## src/rtl/multiport_reg_file_if.sv

```systemverilog
// Bus bundle for multiport_reg_file: read ports, two write ports and the
// PC / SP / CCR control and status signals. clk and rst stay outside.
interface multiport_reg_file_if #(
  parameter int DATA_W = 16,
  parameter int AW     = 3,
  parameter int NUM_RD = 3,
  parameter int PC_W   = 32,
  parameter int SP_W   = 32,
  parameter int CCR_W  = 4
);
  logic [NUM_RD*AW-1:0]     rd_addr;
  logic [NUM_RD*DATA_W-1:0] rd_data;
  logic                     we0;
  logic                     we1;
  logic [AW-1:0]            wa0;
  logic [AW-1:0]            wa1;
  logic [DATA_W-1:0]        wd0;
  logic [DATA_W-1:0]        wd1;
  logic [1:0]               pc_op;
  logic [PC_W-1:0]          pc_wdata;
  logic [PC_W-1:0]          pc;
  logic [1:0]               sp_op;
  logic [SP_W-1:0]          sp_wdata;
  logic [SP_W-1:0]          sp;
  logic [CCR_W-1:0]         ccr_mask;
  logic [CCR_W-1:0]         ccr_wdata;
  logic [CCR_W-1:0]         ccr;

  modport master (
    output rd_addr, we0, we1, wa0, wa1, wd0, wd1,
           pc_op, pc_wdata, sp_op, sp_wdata, ccr_mask, ccr_wdata,
    input  rd_data, pc, sp, ccr
  );

  modport slave (
    input  rd_addr, we0, we1, wa0, wa1, wd0, wd1,
           pc_op, pc_wdata, sp_op, sp_wdata, ccr_mask, ccr_wdata,
    output rd_data, pc, sp, ccr
  );
endinterface

```

## src/rtl/multiport_reg_file.sv

```systemverilog
// Decode-stage register file: NUM_RD combinational read ports with
// write-to-read bypass (port 1 beats port 0), two write ports, and the
// PC / SP / CCR special registers with their own update arithmetic.
module multiport_reg_file #(
  parameter int DATA_W   = 16,
  parameter int NUM_REGS = 8,
  parameter int AW       = (NUM_REGS > 1) ? $clog2(NUM_REGS) : 1,
  parameter int NUM_RD   = 3,
  parameter int PC_W     = 32,
  parameter int SP_W     = 32,
  parameter int SP_RESET = 2047,
  parameter int SP_STEP  = 2,
  parameter int CCR_W    = 4
) (
  input logic clk,
  input logic rst,
  multiport_reg_file_if.slave bus
);

  localparam logic [AW:0] NUM_REGS_W = (AW+1)'(NUM_REGS);

  logic [DATA_W-1:0]        regs [NUM_REGS];
  logic [NUM_RD*DATA_W-1:0] rd_data_int;
  logic [PC_W-1:0]          pc_q;
  logic [SP_W-1:0]          sp_q;
  logic [CCR_W-1:0]         ccr_q;

  // Addresses beyond the populated range read as zero and drop writes.
  function automatic logic addr_ok(input logic [AW-1:0] a);
    return {1'b0, a} < NUM_REGS_W;
  endfunction

  // General register array; port 1 is written last so it wins a collision.
  always_ff @(posedge clk) begin
    if (rst) begin
      for (int i = 0; i < NUM_REGS; i++) regs[i] <= '0;
    end else begin
      if (bus.we0 && addr_ok(bus.wa0)) regs[bus.wa0] <= bus.wd0;
      if (bus.we1 && addr_ok(bus.wa1)) regs[bus.wa1] <= bus.wd1;
    end
  end

  // Read ports: stored value, overridden by wd0 then wd1 on address match.
  always_comb begin
    rd_data_int = '0;
    for (int k = 0; k < NUM_RD; k++) begin
      if (!rst && addr_ok(bus.rd_addr[k*AW +: AW])) begin
        rd_data_int[k*DATA_W +: DATA_W] = regs[bus.rd_addr[k*AW +: AW]];
        if (bus.we0 && bus.wa0 == bus.rd_addr[k*AW +: AW])
          rd_data_int[k*DATA_W +: DATA_W] = bus.wd0;
        if (bus.we1 && bus.wa1 == bus.rd_addr[k*AW +: AW])
          rd_data_int[k*DATA_W +: DATA_W] = bus.wd1;
      end
    end
  end

  // PC, SP and CCR update independently; all arithmetic wraps.
  always_ff @(posedge clk) begin
    if (rst) begin
      pc_q  <= '0;
      sp_q  <= SP_W'(SP_RESET);
      ccr_q <= '0;
    end else begin
      case (bus.pc_op)
        2'b01:   pc_q <= pc_q + PC_W'(1);
        2'b10:   pc_q <= bus.pc_wdata;
        2'b11:   pc_q <= bus.pc_wdata - PC_W'(1);
        default: pc_q <= pc_q;
      endcase
      case (bus.sp_op)
        2'b01:   sp_q <= sp_q - SP_W'(SP_STEP);
        2'b10:   sp_q <= sp_q + SP_W'(SP_STEP);
        2'b11:   sp_q <= bus.sp_wdata;
        default: sp_q <= sp_q;
      endcase
      ccr_q <= (ccr_q & ~bus.ccr_mask) | (bus.ccr_wdata & bus.ccr_mask);
    end
  end

  assign bus.rd_data = rd_data_int;
  assign bus.pc      = pc_q;
  assign bus.sp      = sp_q;
  assign bus.ccr     = ccr_q;

endmodule

```

## src/flat_wrapper.sv

```systemverilog
// flat-port wrapper written by rule: the top's interface ports become plain ports
module multiport_reg_file_flat 
#(
  parameter int DATA_W   = 16,
  parameter int NUM_REGS = 8,
  parameter int AW       = (NUM_REGS > 1) ? $clog2(NUM_REGS) : 1,
  parameter int NUM_RD   = 3,
  parameter int PC_W     = 32,
  parameter int SP_W     = 32,
  parameter int SP_RESET = 2047,
  parameter int SP_STEP  = 2,
  parameter int CCR_W    = 4
)
  (clk, rst, bus_rd_addr, bus_we0, bus_we1, bus_wa0, bus_wa1, bus_wd0, bus_wd1, bus_pc_op, bus_pc_wdata, bus_sp_op, bus_sp_wdata, bus_ccr_mask, bus_ccr_wdata, bus_rd_data, bus_pc, bus_sp, bus_ccr);
  multiport_reg_file_if #(.DATA_W(DATA_W), .AW(AW), .NUM_RD(NUM_RD), .PC_W(PC_W), .SP_W(SP_W), .CCR_W(CCR_W)) bus_i ();
  input logic clk;
  input logic rst;
  input wire logic [$bits(bus_i.rd_addr)-1:0] bus_rd_addr;
  input wire logic [$bits(bus_i.we0)-1:0] bus_we0;
  input wire logic [$bits(bus_i.we1)-1:0] bus_we1;
  input wire logic [$bits(bus_i.wa0)-1:0] bus_wa0;
  input wire logic [$bits(bus_i.wa1)-1:0] bus_wa1;
  input wire logic [$bits(bus_i.wd0)-1:0] bus_wd0;
  input wire logic [$bits(bus_i.wd1)-1:0] bus_wd1;
  input wire logic [$bits(bus_i.pc_op)-1:0] bus_pc_op;
  input wire logic [$bits(bus_i.pc_wdata)-1:0] bus_pc_wdata;
  input wire logic [$bits(bus_i.sp_op)-1:0] bus_sp_op;
  input wire logic [$bits(bus_i.sp_wdata)-1:0] bus_sp_wdata;
  input wire logic [$bits(bus_i.ccr_mask)-1:0] bus_ccr_mask;
  input wire logic [$bits(bus_i.ccr_wdata)-1:0] bus_ccr_wdata;
  output wire logic [$bits(bus_i.rd_data)-1:0] bus_rd_data;
  output wire logic [$bits(bus_i.pc)-1:0] bus_pc;
  output wire logic [$bits(bus_i.sp)-1:0] bus_sp;
  output wire logic [$bits(bus_i.ccr)-1:0] bus_ccr;
  assign bus_i.rd_addr = bus_rd_addr;
  assign bus_i.we0 = bus_we0;
  assign bus_i.we1 = bus_we1;
  assign bus_i.wa0 = bus_wa0;
  assign bus_i.wa1 = bus_wa1;
  assign bus_i.wd0 = bus_wd0;
  assign bus_i.wd1 = bus_wd1;
  assign bus_i.pc_op = bus_pc_op;
  assign bus_i.pc_wdata = bus_pc_wdata;
  assign bus_i.sp_op = bus_sp_op;
  assign bus_i.sp_wdata = bus_sp_wdata;
  assign bus_i.ccr_mask = bus_ccr_mask;
  assign bus_i.ccr_wdata = bus_ccr_wdata;
  assign bus_rd_data = bus_i.rd_data;
  assign bus_pc = bus_i.pc;
  assign bus_sp = bus_i.sp;
  assign bus_ccr = bus_i.ccr;
  multiport_reg_file #(.DATA_W(DATA_W), .NUM_REGS(NUM_REGS), .AW(AW), .NUM_RD(NUM_RD), .PC_W(PC_W), .SP_W(SP_W), .SP_RESET(SP_RESET), .SP_STEP(SP_STEP), .CCR_W(CCR_W)) u_core (.clk(clk), .rst(rst), .bus(bus_i));
endmodule
```

## config.mk

```make
export PLATFORM = sky130hd
export DESIGN_NAME = multiport_reg_file_flat
export DESIGN_NICKNAME = d
export VERILOG_FILES = /design/src/rtl/multiport_reg_file_if.sv /design/src/rtl/multiport_reg_file.sv /design/src/flat_wrapper.sv
export SDC_FILE = /design/constraint.sdc
export NUM_CORES = 1
export LEC_CHECK = 0
export ABC_AREA = 1
export BUFFER_PORTS_ARGS = -buffer_cell sky130_fd_sc_hd__buf_2
export CAP_MARGIN = 20
export CORE_MARGIN = 3
export CORE_UTILIZATION = 30
export DETAILED_ROUTE_END_ITERATION = 10
export PLACE_DENSITY_LB_ADDON = 0.3
export SLEW_MARGIN = 20
export SYNTH_ARGS = -nofsm -noshare
export SYNTH_HDL_FRONTEND = slang
export SYNTH_SLANG_ARGS = --single-unit
```

## constraint.sdc

```tcl
create_clock -name clk -period 3 [get_ports clk]
set_input_delay 0.45 -clock clk [delete_from_list [all_inputs] [get_ports clk]]
set_output_delay 0.45 -clock clk [all_outputs]
set_load 0.01 [all_outputs]
```

# Yosys cells after proc, flatten, opt, wreduce, memory -nomap -nowiden
# Memories as Yosys holds them, arrays and structs flattened.
# Cells that the tools add are included.
[word_totals]
reg_bits = 68
mem_bits_rw = 128
out_inout_bits = 116
word_cells = 59
memories = 1
[classes]
addsub = 4
eq_ne = 12
mux = 25
bitwise_logic = 4
n_reduce_logical = 10
[memory_table]
columns = ["memory", "words", "width", "rd", "rd_clocked_by_memory_dff", "write_ports", "line", "text"]
rows = [
  ["u_core.regs", 8, 16, 3, 0, 8, "multiport_reg_file.sv:22", "logic [DATA_W-1:0] regs [NUM_REGS];"],
]
[op_table]
columns = ["cell", "count"]
rows = [
  ["32-bit one-hot mux with 3 select lines", 2],
  ["16-bit 2-to-1 mux", 11],
  ["32-bit by 1-bit adder with 32-bit output, second input constant", 1],
  ["32-bit by 2-bit adder with 32-bit output, second input constant", 1],
  ["16-bit OR reduction", 2],
  ["32-bit by 1-bit subtractor with 32-bit output, second input constant", 1],
  ["32-bit by 2-bit subtractor with 32-bit output, second input constant", 1],
  ["3-bit equality test", 6],
  ["1-bit 2-to-1 mux", 10],
  ["4-bit bitwise AND", 2],
  ["2-bit equality test, second input constant", 4],
  ["1-bit logical AND", 6],
  ["3-bit 2-to-1 mux", 2],
  ["3-bit nonzero test", 2],
  ["2-bit by 1-bit equality test with 1-bit output, second input constant", 2],
  ["4-bit NOT", 1],
  ["4-bit bitwise OR", 1],
]

# Logic depth before layout (Yosys ltp)
# Gate-level depths: netlist of the first run.
[depth]
word_depth = 5
mapped_depth = 16
ltp_nobuf = 16

# Least setup slack after synthesis of the first run
# No wires, ideal clock.
[synth_timing]
path_kind = "input to register"
startpoint = "in bus_sp_op[1]"
endpoint = "reg u_core.sp_q[29], in the netlist u_core.bus.sp[29]"
arrival_ns = 2.429
path_slack_ns = 0.439
stages = 14
path_buffers = 0
cell_sequence = "inv_1 nor2_1 inv_1 ha_1 nand2_1 nor2_1 inv_1 nor2_1 and2_1 nand2_1 nand3_1 nand3_1 nand2_1 a21oi_1"
[synth_between]
elab_chain_len = 2
elab_cells_between_ends = 5
classes_between = "3 x eq/ne; 1 x mux; 1 x reduce/logical"
[synth_lines]
columns = ["item", "line", "text"]
rows = [
  ["start, declared", "flat_wrapper.sv:27", "input wire logic [$bits(bus_i.sp_op)-1:0] bus_sp_op;"],
  ["2-bit equality test or 2-bit by 1-bit equality test with 1-bit output (tied branches)", "multiport_reg_file.sv:70", "case (bus.sp_op)"],
  ["32-bit one-hot mux with 3 select lines or 3-bit nonzero test (tied branches)", "n/a", ""],
  ["end signal, assigned", "multiport_reg_file.sv:71", "2'b01: sp_q <= sp_q - SP_W'(SP_STEP);"],
  ["end signal, assigned", "multiport_reg_file.sv:72", "2'b10: sp_q <= sp_q + SP_W'(SP_STEP);"],
  ["end signal, assigned", "multiport_reg_file.sv:73", "2'b11: sp_q <= bus.sp_wdata;"],
  ["end, declared", "multiport_reg_file.sv:25", "logic [SP_W-1:0] sp_q;"],
]
# Several ways; a longest one is shown, not always the timed one.
# A chain may end at the register's enable or synchronous reset.

# Worst setup path after layout of the first run
[layout_timing]
startpoint = "in bus_rd_addr[8]"
endpoint = "out bus_rd_data[38]"
[layout_between]
elab_chain_len = 5
elab_cells_between_ends = 8
classes_between = "2 x eq/ne; 3 x mux; 2 x reduce/logical; 1 x memory"
[layout_lines]
columns = ["item", "line", "text"]
rows = [
  ["start, declared", "flat_wrapper.sv:18", "input wire logic [$bits(bus_i.rd_addr)-1:0] bus_rd_addr;"],
  ["branches (longest 3 deep; another with memory 8 x 16 bit)", "n/a", ""],
  ["16-bit 2-to-1 mux (*)", "multiport_reg_file.sv:51", "if (bus.we1 && bus.wa1 == bus.rd_addr[k*AW +: AW])"],
  ["16-bit 2-to-1 mux (*)", "multiport_reg_file.sv:47", "if (!rst && addr_ok(bus.rd_addr[k*AW +: AW])) begin"],
  ["end, declared", "flat_wrapper.sv:31", "output wire logic [$bits(bus_i.rd_data)-1:0] bus_rd_data;"],
]
# Mark *: on every way between the ends.

==> impl_metrics.ini, run 1 <==
[setup_path]
critPathLaunchType = input pin
arrival_ns = 2.34
cp-end-kind = primary output
path_depth = 9
critPathMaxFanout = 11
path_buf_inv = 3
critPathTopFamily = compound AO/OA/AOI/OAI gates
crit_type = in -> out
cp_slowest_stage_delay_ns = 0.47
r2r.worst_path.cells = 12
cp_slowest_cell = nand2_1
crit_chain = buf_2 -> inv_1 -> nand2_1 -> a21oi_1 -> nand2_1 -> o21ai_0 -> a31oi_1 -> nor2_1 -> buf_2
worstPathRequired_ns = 2.55

[synthesis]
synth-async-reset-ratio_pct = 0
postSynthAreaPerCell_um2 = 6.66
yosysWarningCount = 0
syn_nets = 2657
yosysSeqAreaShare_pct = 31.3
syn_inst = 2495
synth_edf_count = 128
synth-seq-cells = 196
syn_area_mm2 = 0.0166
synth_ff_type = edfxtp_1
ys_types = 53

[clocking]
clkSlewWorstSetupHoldPaths_ns = 0.08
clk-insertion-delay-late_ns = 0.52
cts.path.max_buffers = 2
numCtsBuffers = 17
ctsResizeCount = 0
cts_max_level = 4
cts_sinks = 196
cts_tree = built
root_buffer = clkbuf_16
hold_buffers = 0
cts_setup_buffers = 0

[layout]
final_layout_size_suffix_gt1_share_pct = 16.3
fillers = 5947
diodes = 0
fin_area_mm2 = 0.0195
area_growth_syn_to_layout_pct = 17.2
layout_commonest_cell = nand2_1
layout_common_cells = nand2_1 (525), nor2_1 (323), o21ai_0 (272)
nets = 2847

[timing]
timing.final.max_slew_violations = 0
skew_ns = 0.0242
final-hold-violation-count = 0
fin_crit_sh_pct = 93.1
min_period_ns = 2.79
rsz0062_at_grt = no
max_slew_margin_pct = 52.1
setup_viol = 0
tightest_slew_ns = 0.719
fin_tns_setup_ns = 0
max_freq_ghz = 0.358

[global_routing]
grt_pass1_vias = 18400
grt_overflow = 0
track_usage_pct = 24.5
antenna_found_initial = 1
grt_pass1_wl_mm = 109
grt_max_degree = 68

[placement]
placed_cell_area_mm2 = 0.0188
place_congestion = 0.932
dp_hpwl_mm = 52.1
port_buffers = 242

[status]
outcome = finished, final reports clean

[floorplanning]
core_mm2 = 0.0543
chipHeight_um = 241
start_util_pct = 30.6
dieArea_mm2 = 0.0583
ioPinCount = 243
rows = 85
die_w_um = 241

[worst_hold_path]
min_path_type = in -> reg
hold_depth = 2

[power_and_ir_drop]
p_seq_share_pct = 36.8
p_per_area_mw_per_mm2 = 477
p_clk_share_pct = 27.4
swShare_pct = 40.8
pwr-share-comb_pct = 35.8
p_leak_nw = 8.33
p_switching_mw = 3.80
internal_power_mw = 5.50
ir_worst_vdd_uv = 488

[routing]
post_drt_via_cell_ratio = 5.68
antenna_left = 0
wire_per_inst_um = 21.3
dr.first_iter.drc_count = 2219
drt-pass1-iter-count = 6
routed_wl_mm = 73.2
via_count = 19500
drc = 0

[run]
cap_viol_max_count = 0
-- power groups by stage --
stage / Sequential [mW] / Combinational (mW) / Clock, mW
finish: 3.42 / 3.33 / 2.55
global route: 3.45 / 3.70 / 2.71
CTS: 3.41 / 3.29 / 2.62
detailed placement: 3.47 / 3.27 / 0
global placement: 3.47 / 3.25 / 0
floorplan: 3.42 / 2.09 / 0
-- metrics by stage --
| stage | instances | utilization [%] | hold slack, ns | setup WS [ns] | power [mW] |
|---|---|---|---|---|---|
| 6_report | 3437 | 35.9 | 0.123 | 0.206 | 9.30 |
| 4_1_cts | 3437 | 35.9 | 0.0825 | 0.330 | 9.32 |
| 3_5_place_dp | 3405 | 34.7 | 0.464 | 0.257 | 6.74 |
| 3_3_place_gp | 3405 | 34.7 | 0.457 | 0.198 | 6.71 |
| 2_1_floorplan | 2495 | - | 0.504 | 0.439 | 5.51 |
| 5_1_grt | 3437 | 35.9 | 0.110 | 0.174 | 9.86 |
-- flip-flops by register name, indices dropped and copies added (netlist names), named ones only --
register / flops
u_core.regs: 128
u_core.bus.pc: 32
u_core.bus.sp: 32
-- per-layer routing --
| metal | global-route usage [%] | part of all wire (%) |
|---|---|---|
| met5 | 0 | 0 |
| met2 | 38.2 | 44 |
| met3 | 6.76 | 11 |
| met4 | 11.0 | 4.1 |
| met1 | 31.8 | 41 |
-- worst register-to-register path, delay by kind of cell (launching register included) --
family,cells,cell delay [ns]
flops,1,0.53
fa+ha+maj,1,0.45
simple gates,8,0.89
buf+inv,2,0.24
compound gates,1,0.06
-- synthesized netlist by cell type, types with 24 or more instances --
master	count	area (µm²)
a32o_1	26	260
nor3_1	24	120
o22ai_1	134	838
buf_2	49	245
a21oi_1	192	961
dfxtp_1	68	1360
inv_1	236	886
nand2_1	526	1970
xor2_1	24	210
clkbuf_1	95	357
nand3_1	89	445
edfxtp_1	128	3840
a221o_1	26	260
a31oi_1	24	150
o221ai_1	44	385
ha_1	34	425
o21ai_0	272	1360
nor2_1	324	1220
-- worst paths after layout --
| path | end | slack [ns] | start |
|---|---|---|---|
| max | bus_rd_data[38] | 0.21 | bus_rd_addr[8] |
| min | flop | 0.12 | bus_ccr_mask[3] |
| max reg2reg | u_core.bus.sp[31] | 0.73 | u_core.bus.sp[1] |
| min reg2reg | u_core.bus.sp[0] | 0.48 | u_core.bus.sp[0] |
-- cells by family after synthesis --
| family | count (synthesis) | share of synthesized area [%] |
|---|---|---|
| AO/OA/AOI/OAI | 758 | 27.2 |
| adder cells (fa/ha/maj) | 35 | 2.68 |
| AND/OR/NAND/NOR | 1056 | 26.9 |
| flip-flops | 196 | 31.3 |
| XOR/XNOR | 37 | 1.95 |
| buffers and inverters | 413 | 10.0 |
-- area by class of cell --
class	count	area [µm²]	share of cell area [%]
clock buffers	17	425	2.18
clock inverters	15	215	1.10
inverters	253	951	4.88
multi-input cells	1886	9780	50.2
flip-flops and latches	196	5200	26.7
well taps	739	925	4.75
repair buffers	331	1980	10.2
Power figures use the tool's default switching activity.
==> run 2: changes to the inputs <==
--- a/config.mk
+++ b/config.mk
@@ -8,6 +8,7 @@
 export ABC_AREA = 1
 export BUFFER_PORTS_ARGS = -buffer_cell sky130_fd_sc_hd__buf_2
 export CAP_MARGIN = 20
+export CORE_ASPECT_RATIO = 1.1
 export CORE_MARGIN = 3
 export CORE_UTILIZATION = 30
 export DETAILED_ROUTE_END_ITERATION = 10
==> impl_metrics.ini, run 2 (same netlist as run 1, synthesis figures left out) <==
[setup_path]
worstPathRequired_ns = 2.55
crit_type = in -> out
critPathLaunchType = input pin
cp-end-kind = primary output
critPathMaxFanout = 30
cp_slowest_cell = buf_4
cpMostUsedCell = buf_2
cp_slowest_stage_delay_ns = 0.42
arrival_ns = 2.23
crit_chain = buf_2 -> inv_2 -> buf_4 -> nand2_1 -> a32o_1 -> o21ai_0 -> a21oi_1 -> nor2_1 -> buf_2

[clocking]
cts.path.max_buffers = 2
cts_sinks = 196
cts_tree = built
clk-insertion-delay-late_ns = 0.50
cts_max_level = 4
root_buffer = clkbuf_16
numCtsBuffers = 17
clkSlewWorstSetupHoldPaths_ns = 0.08
ctsResizeCount = 0
hold_buffers = 0
cts_setup_buffers = 0

[global_routing]
grt_overflow = 0
track_usage_pct = 24.5
grt_pass1_wl_mm = 110
grt_pass1_vias = 18400
antenna_found_initial = 3
grt_max_degree = 66

[power_and_ir_drop]
ir_worst_vdd_uv = 392
pwr-share-comb_pct = 36.4
p_clk_share_pct = 26.2
p_switching_mw = 3.73
p_leak_nw = 8.31
internal_power_mw = 5.39
p_seq_share_pct = 37.3
swShare_pct = 40.9
p_per_area_mw_per_mm2 = 470

[layout]
final_layout_size_suffix_gt1_share_pct = 16.3
layout_commonest_cell = nand2_1
layout_common_cells = nand2_1 (525), nor2_1 (323), o21ai_0 (272)
final_core_util_pct = 35.8
largest_register = u_core.regs
nets = 2846
diodes = 0
largest_register_ffs = 128
area_growth_syn_to_layout_pct = 16.7

[run]
cap_viol_max_count = 0

[timing]
timing.final.max_slew_violations = 0
min_period_ns = 2.68
fin_tns_setup_ns = 0
rsz0062_at_grt = no
skew_ns = 0.00971
fin_crit_sh_pct = 89.3
tightest_slew_ns = 0.708
max_slew_margin_pct = 52.8
final-hold-violation-count = 0
setup_viol = 0
max_freq_ghz = 0.373
fin_hold_ws_ns = 0.130

[status]
outcome = finished, final reports clean

[floorplanning]
die_w_um = 230
start_util_pct = 30.7
dieArea_mm2 = 0.0583
rows = 89
ioPinCount = 243
chipHeight_um = 253
core_mm2 = 0.0542

[routing]
antenna_left = 0
dr.first_iter.drc_count = 2531
post_drt_via_cell_ratio = 5.73
via_count = 19600
routed_wl_mm = 73.8
drc = 0
wire_per_inst_um = 21.6
drt-pass1-iter-count = 6

[worst_hold_path]
min_path_type = in -> reg

[placement]
place_congestion = 0.939
dp_hpwl_mm = 52.2
port_buffers = 242
run 2: cell types whose count changed in the layout (fill, tap and decap cells not counted), sizes merged:
cell / change
clkinvlp: +1
inv: +2
bufinv: -1
clkinv: -2
buf: -1
run 2: power groups by stage:
stage / Clock, mW / Sequential, mW / Combinational [mW]
6_report: 2.39 / 3.40 / 3.32
5_1_grt: 2.56 / 3.43 / 3.68
4_1_cts: 2.46 / 3.39 / 3.30
3_5_place_dp: 0 / 3.45 / 3.28
3_3_place_gp: 0 / 3.45 / 3.26
2_1_floorplan: 0 / 3.42 / 2.09
run 2: path summary, 6_finish.rpt:
path | startpoint | endpoint | slack, ns | cells past startpoint
worst max-delay path | bus_rd_addr[6] | bus_rd_data[45] | 0.32 | 9
worst min-delay path | bus_ccr_mask[2] | flop | 0.13 | 2
worst max register to register | u_core.bus.sp[1] | u_core.bus.sp[27] | 0.56 | 13
worst min register to register | u_core.bus.sp[0] | u_core.bus.sp[0] | 0.49 | 2
run 2: critical path, delay by kind of cell:
family	cells	cell delay (ns)
AND/OR/NAND/NOR	2	0.21
buffers and inverters	4	0.95
AO/OA/AOI/OAI	3	0.61
run 2: per-stage QoR:
| stage | cell area, µm² | cells | power, mW | worst slack, ns |
|---|---|---|---|---|
| after global routing | 19400 | 3425 | 9.68 | 0.243 |
| after global placement | 18800 | 3393 | 6.70 | 0.237 |
| after floorplan | 16600 | 2495 | 5.51 | 0.439 |
| after detailed placement | 18800 | 3393 | 6.74 | 0.241 |
| after CTS | 19400 | 3425 | 9.15 | 0.391 |
| final | 19400 | 3425 | 9.12 | 0.321 |
run 2: area by class of cell:
| class | count | area, µm² |
|---|---|---|
| clock buffers | 17 | 425 |
| clock inverters | 15 | 154 |
| fillers | 5896 | 34800 |
| inverters | 253 | 951 |
| multi-input cells | 1886 | 9780 |
| flip-flops and latches | 196 | 5200 |
| well taps | 728 | 911 |
| repair buffers | 330 | 1980 |
run 2: layer usage:
| metal | track usage [%] | routed length (µm) | vias to the layer above |
|---|---|---|---|
| met1 | 31.0 | 29700 | 9196 |
| met3 | 5.72 | 7340 | 197 |
| met5 | 0 | 53 | - |
| met4 | 10.2 | 2930 | 4 |
| met2 | 40.1 | 33900 | 1180 |
| li1 | - | - | 9036 |
